## config.mk

```make
export PLATFORM = sky130hd
export DESIGN_NAME = serial_adder_ctrl
export DESIGN_NICKNAME = d
export VERILOG_FILES = /design/src/rtl/serial_adder_ctrl.sv
export SDC_FILE = /design/constraint.sdc
export NUM_CORES = 1
export LEC_CHECK = 0
export CAP_MARGIN = 10
export CORE_ASPECT_RATIO = 0.8
export CORE_MARGIN = 5
export CORE_UTILIZATION = 40
export CTS_BUF_LIST = sky130_fd_sc_hd__clkbuf_8
export DETAILED_ROUTE_END_ITERATION = 7
export GPL_ROUTABILITY_DRIVEN = 0
export GPL_TIMING_DRIVEN = 1
export PLACE_DENSITY = 0.7
export SKIP_LAST_GASP = 1
export SYNTH_ARGS = -nofsm -noshare
export SYNTH_HDL_FRONTEND = slang
export SYNTH_SLANG_ARGS = --single-unit
export TNS_END_PERCENT = 5
```

## constraint.sdc

```tcl
create_clock -name clk -period 2.92 [get_ports clk]
set_input_delay 0.73 -clock clk [delete_from_list [all_inputs] [get_ports clk]]
set_output_delay 0.73 -clock clk [all_outputs]
set_load 0.005 [all_outputs]
```

## src/rtl/serial_adder_ctrl.sv

```systemverilog
// serial_adder_ctrl - bit-serial adder controller.
//
// Sequences a single full-adder cell over WIDTH clock cycles, LSB first,
// producing {cout,sum} = a + b + cin (mod 2^(WIDTH+1)).
//
// Parameters:
//   WIDTH  operand/result width in bits (>= 2)
//   CNT_W  bit-counter width, derived from WIDTH
//
// Ports:
//   clk    in   rising-edge clock
//   rst_n  in   synchronous reset, active-low
//   start  in   request, accepted only in IDLE
//   sub    in   subtract select (only with SERIAL_ADDER_SUB_EN)
//   a, b   in   operands, sampled on the accepting edge
//   cin    in   carry-in, sampled on the accepting edge
//   busy   out  high while bits are being processed
//   done   out  one-cycle pulse, result valid
//   sum    out  result, held until the next result is written
//   cout   out  final carry-out (no-borrow flag when subtracting)
//
// Build option: define SERIAL_ADDER_SUB_EN to add the 'sub' input
// (a - b via a + ~b + 1).

module half_adder (
  input  logic a,
  input  logic b,
  output logic sum,
  output logic carry
);
  assign sum   = a ^ b;
  assign carry = a & b;
endmodule

module full_adder (
  input  logic x,
  input  logic y,
  input  logic z,
  output logic sum,
  output logic carry
);
  logic w_s1;
  logic w_c1;
  logic w_c2;

  half_adder u_ha0 (.a(x),    .b(y), .sum(w_s1), .carry(w_c1));
  half_adder u_ha1 (.a(w_s1), .b(z), .sum(sum),  .carry(w_c2));

  assign carry = w_c1 | w_c2;
endmodule

module serial_adder_ctrl #(
  parameter  int WIDTH = 8,
  localparam int CNT_W = $clog2(WIDTH + 1)
) (
  input  logic             clk,
  input  logic             rst_n,
  input  logic             start,
`ifdef SERIAL_ADDER_SUB_EN
  input  logic             sub,
`endif
  input  logic [WIDTH-1:0] a,
  input  logic [WIDTH-1:0] b,
  input  logic             cin,
  output logic             busy,
  output logic             done,
  output logic [WIDTH-1:0] sum,
  output logic             cout
);

  localparam logic [1:0] S_IDLE = 2'd0;
  localparam logic [1:0] S_RUN  = 2'd1;
  localparam logic [1:0] S_DONE = 2'd2;

  localparam logic [CNT_W-1:0] LAST_BIT = CNT_W'(WIDTH - 1);

  logic [1:0]       r_state;
  logic [WIDTH-1:0] r_opa;
  logic [WIDTH-1:0] r_opb;
  logic             r_carry;
  logic [CNT_W-1:0] r_cnt;
  // Holds the WIDTH-1 most recent cell sums; the final bit is merged in
  // combinationally so the visible result only changes once per operation.
  logic [WIDTH-2:0] r_sacc;
  logic [WIDTH-1:0] r_sum;
  logic             r_cout;

  logic [WIDTH-1:0] w_opb_ld;
  logic             w_cin_ld;
  logic             w_fa_s;
  logic             w_fa_c;
  logic [WIDTH-1:0] w_sacc_full;

`ifdef SERIAL_ADDER_SUB_EN
  assign w_opb_ld = sub ? ~b : b;
  assign w_cin_ld = sub ? 1'b1 : cin;
`else
  assign w_opb_ld = b;
  assign w_cin_ld = cin;
`endif

  full_adder u_fa (
    .x    (r_opa[0]),
    .y    (r_opb[0]),
    .z    (r_carry),
    .sum  (w_fa_s),
    .carry(w_fa_c)
  );

  assign w_sacc_full = {w_fa_s, r_sacc};

  always_ff @(posedge clk) begin
    if (!rst_n) begin
      r_state <= S_IDLE;
      r_opa   <= '0;
      r_opb   <= '0;
      r_carry <= 1'b0;
      r_cnt   <= '0;
      r_sacc  <= '0;
      r_sum   <= '0;
      r_cout  <= 1'b0;
    end else begin
      case (r_state)
        S_IDLE: begin
          if (start) begin
            r_opa   <= a;
            r_opb   <= w_opb_ld;
            r_carry <= w_cin_ld;
            r_cnt   <= '0;
            r_state <= S_RUN;
          end
        end
        S_RUN: begin
          r_opa   <= {1'b0, r_opa[WIDTH-1:1]};
          r_opb   <= {1'b0, r_opb[WIDTH-1:1]};
          r_carry <= w_fa_c;
          r_sacc  <= w_sacc_full[WIDTH-1:1];
          r_cnt   <= r_cnt + CNT_W'(1);
          if (r_cnt == LAST_BIT) begin
            r_sum   <= w_sacc_full;
            r_cout  <= w_fa_c;
            r_state <= S_DONE;
          end
        end
        S_DONE:  r_state <= S_IDLE;
        default: r_state <= S_IDLE;
      endcase
    end
  end

  assign busy = (r_state == S_RUN);
  assign done = (r_state == S_DONE);
  assign sum  = r_sum;
  assign cout = r_cout;

endmodule

```

# Yosys cells after proc, flatten, opt, wreduce, memory -nomap -nowiden
# Index checks and enable logic that the tools add are counted.
totals:
  ff_bits: 39
  inputBits: 20
  output_inout_bits: 11
  wordCells: 35
op_classes:
  n_addsub: 1
  eq_ne: 5
  n_mux: 11
  bitwise: 5
  reduce_logical: 5
op_table:
  columns: ["operator", "count"]
  rows:
  - ["$pmux W8 S2", 2]
  - ["$mux W8", 2]
  - ["$pmux W4 S2", 1]
  - ["$reduce_and A2 Y1", 3]
  - ["$add A4 B1 Y4 const B", 1]
  - ["$eq A4 B3 Y1 const B", 1]
  - ["$mux W2", 2]
  - ["$mux W4", 1]
  - ["$pmux W2 S2", 1]
  - ["$and A1 B1 Y1", 2]
  - ["$eq A2 B1 Y1 const B", 1]
  - ["$eq A2 B2 Y1 const B", 1]
  - ["$logic_not A2 Y1", 1]
  - ["$ne A2 B1 Y1 const B", 1]
  - ["$ne A2 B2 Y1 const B", 1]
  - ["$pmux W1 S2", 1]
  - ["$reduce_bool A2 Y1", 1]
  - ["$xor A1 B1 Y1", 2]
  - ["$mux W1", 1]
  - ["$or A1 B1 Y1", 1]

# Depth between registers and ports, before layout
logic_depth:
  depth_word: 4
  mapped_depth: 6
  ltp_nobuf: 4

# Cells and area by module
# From an unflattened synthesis, not the netlist that was laid out.
unflattened:
  cells_unflattened: 193
  area_unflattened_um2: 1644.1
by_module_without_submodules:
  columns: ["module", "n_inst", "cells_each", "area_each_um2", "seq_area_each_um2"]
  rows:
  - ["serial_adder_ctrl", 1, 190, 1612.8, 780.7]
  - ["half_adder", 2, 1, 12.5, 0.0]
  - ["full_adder", 1, 1, 6.3, 0.0]

# Least setup slack after synthesis
# OpenSTA, ideal clock, no wires.
synth_timing:
  path_type: "reg-to-output"
  start: "reg r_state[1]"
  end: "out done"
  arrival_time_ps: 910
  required_ps: 2190
  slack_ps: 1280
  stages_incl_launch_ff: 5
  path_buffers: 2
  path_cell_list: "dfxtp_1 -> buf_6 -> inv_1 -> clkbuf_1 -> nor2_1"
synth_between:
  elab_chain_len: 1
synth_lines:
  columns: ["element", "line_no", "source"]
  rows:
  - ["start: declaration", "77", "logic [1:0] r_state;"]
  - ["start signal: assignment", "114", "r_state <= S_IDLE;"]
  - ["start signal: assignment", "130", "r_state <= S_RUN;"]
  - ["start signal: assignment", "142", "r_state <= S_DONE;"]
  - ["$eq A2 B2 Y1", "152", "assign done = (r_state == S_DONE);"]
  - ["end: declaration", "66", "output logic done,"]
# Every way passes these cells.

# Worst setup path in the final report
layout_timing:
  start: "reg r_state[1]"
  end: "out busy"
layout_between:
  elab_chain_len: 1
layout_lines:
  columns: ["element", "line_no", "source"]
  rows:
  - ["$eq A2 B1 Y1", "151", "assign busy = (r_state == S_RUN);"]
  - ["end: declaration", "65", "output logic busy,"]
# Every way passes these cells.

==> metrics.md <==
| Metric | Value |
|---|---|
| Post-synth top area share | 48.1% |
| Post_cts resized | 0 |
| CP arrival | 1810 ps |
| Syn Nets | 210 |
| Worst-path fanout max | 10 |
| First-pass GRT wire length | 5680 microns |
| CP startpoint kind | register |
| Antenna viol nets, final | 0 |
| Setup bufs post-CTS | 0 |
| Routed len/inst | 12.4 microns |
| Synth top cells by count | 39 x dfxtp_1, 36 x nand2_1, 23 x a21oi_1 |
| Number of global-route vias before repair | 1259 |
| Max-Cap Viols | 0 |
| Iteration-0 DRC Markers | 98 |
| Crit share post-route | 86.9% |
| Setup crit end kind | output port |
| Hold Vio Cnt, Final | 0 |
| H-Tree Level Count | 2 |
| Post-Place Cells | 262 |
| Area Overhead vs Synth | 26.2% |
| Post-Place Worst Slack | 682 ps |
| Skew final | 9.03 ps |
| Placed cell area | 0.00194 sq mm |
| Leakage | 0.702 nW |
| Layout cells sized above 1 | 6.05% |
| Initial antenna violation count | 0 |
| Gr usage total | 13.7% |
| CTS Hold Buffers Added | 0 |
| Hold WS | 456 ps |
| Nets | 236 |
| Syn_area_per_cell | 8.63 sq um |
| Netlist cell types | 33 |
| WL final | 3350 microns |
| Worst vdd ir | 262 uV |
| Count leader, synth | dfxtp_1 |
| Main flop type after synthesis | dfxtp_1 |
| CP required | 2190 ps |
| Overflow after GRT | 0 |
| Max Fclk | 394 MHz |
| Routed vias/inst | 5.16 |
| Die X | 81.2 microns |
| Die Ht | 67.0 microns |
| Number of synthesized flops with an enable pin | 0 |
| Final setup fails | 0 |
| CTS tree | yes |
| Fin Setup TNS | 0 ps |
| TritonRoute pass-1 iters | 4 |
| Fin area | 0.00205 sq mm |
| Yosys warning count | 0 |
| Final Core Density | 53.1% |
| Max-slew violations | 0 |
| Outcome | finished clean |
| Number of remaining DRC errors | 0 |
| Io pins | 31 |
| Root Buffer | clkbuf_8 |
| FFs w/ async S/R, synth | 0% |
| DR vias | 1392 |
| Final WS setup | 384 ps |
| Initial Util | 42.1% |
| Unrepaired setup endpoints after global routing | false |
| Die area | 0.00544 sq mm |
| Total CTS buffers | 5 |
| Worst-path clk slew | 80 ps |
| Syn Std Cell Area | 0.00162 sq mm |
| Row cnt | 20 |
| Yosys reg bits | 39 |
| Largest net degree at the start of global routing | 30 |
| Synth top area cells | dfxtp_1 48%, nand2_1 8.3%, a21oi_1 7.1%, mux2i_1 5.6%, o2bb2ai_1 4.9% |
| Detailed placement HPWL | 2240 microns |
| Fin cells | 270 |
| Kind of critical path | reg -> out |
| Relative slew slack | 66.9% |
| Final Total Pwr | 1.14 mW |
| Synth area leader | dfxtp_1 |
| Final min period | 2540 ps |
| Count of input and output buffers | 30 |
| Register area share after synthesis | 48.1% |
| Post-Syn Instances | 188 |
| CTS sink cnt | 39 |
| Cell area power density | 557 mW/mm^2 |
| Worst-Skew Late Latency | 290 ps |
| Core area | 0.00385 sq mm |
| Clock buffer depth | 2 |
| Worst-Margin Slew | 496 ps |
| Hold Path Class | reg -> reg |
| Number of diodes | 0 |
worst max-delay path, cell delays in order, from the launching register on:
cell	delay [ps]
dfxtp_1	500
nand2b_4	250
clkinv_1	240
clkdlybuf4s50_1	520
flip-flops by register name, summed over array words and instances (netlist names):
| name | count |
|---|---|
| r_opa | 8 |
| r_opb | 8 |
| sum | 8 |
| r_sacc | 7 |
| r_cnt | 4 |
| r_state | 2 |
| cout | 1 |
| r_carry | 1 |
worst paths after layout:
check                           startpoint      to  slack (ps)  cells past startpoint
worst max-delay path            r_state[1]    busy         380                      3
worst min-delay path                sum[0]  sum[0]         460                      2
worst max register to register  r_state[0]  sum[4]        1420                      4
worst min register to register      sum[0]  sum[0]         460                      2
per-layer routing:
layer	wire (microns)	GRT usage (%)	vias up
li1	-	-	707
met1	1680	18.7	641
met2	1410	19.6	35
met3	194	3.24	9
met4	68	7.59	0
met5	0	0	-
cells in the final DEF (no fill, tap or decap), drive strengths merged, types with 2 or more instances in the layout:
cell	instances
a21oi	23
o22ai	6
inv	3
nor2	15
o21ai	15
clkbuf	5
mux2i	9
clkinv	3
a22oi	3
nand2b	2
nand2	36
o2bb2ai	9
clkdlybuf4s50	30
buf	2
dfxtp	39
nand3	2
cell families (layout without fill, tap and decap cells):
kind of cell	Yosys count	in the layout	share of synthesized area (%)
multiplexers	9	9	5.55
AND/OR/NAND/NOR	60	60	16.2
AO/OA/AOI/OAI	61	61	22.8
buffers and inverters	17	44	5.32
adder cells (fa/ha/maj)	2	2	2.00
flip-flops	39	39	48.1
layout make-up:
| cell class | count | area (sq um) |
|---|---|---|
| clock buffer | 5 | 68.8 |
| tap | 55 | 68.8 |
| sequential | 39 | 781 |
| inverter | 4 | 15.0 |
| multi-input combinational | 132 | 756 |
| timing repair buffer | 32 | 315 |
| fill | 375 | 1810 |
| clock inverter | 3 | 43.8 |
report_power, final:
part	switching, mW	internal [mW]
combinational	0.0596	0.0569
sequential	0.0153	0.557
clock	0.199	0.254
Power figures use the tool's default switching activity.
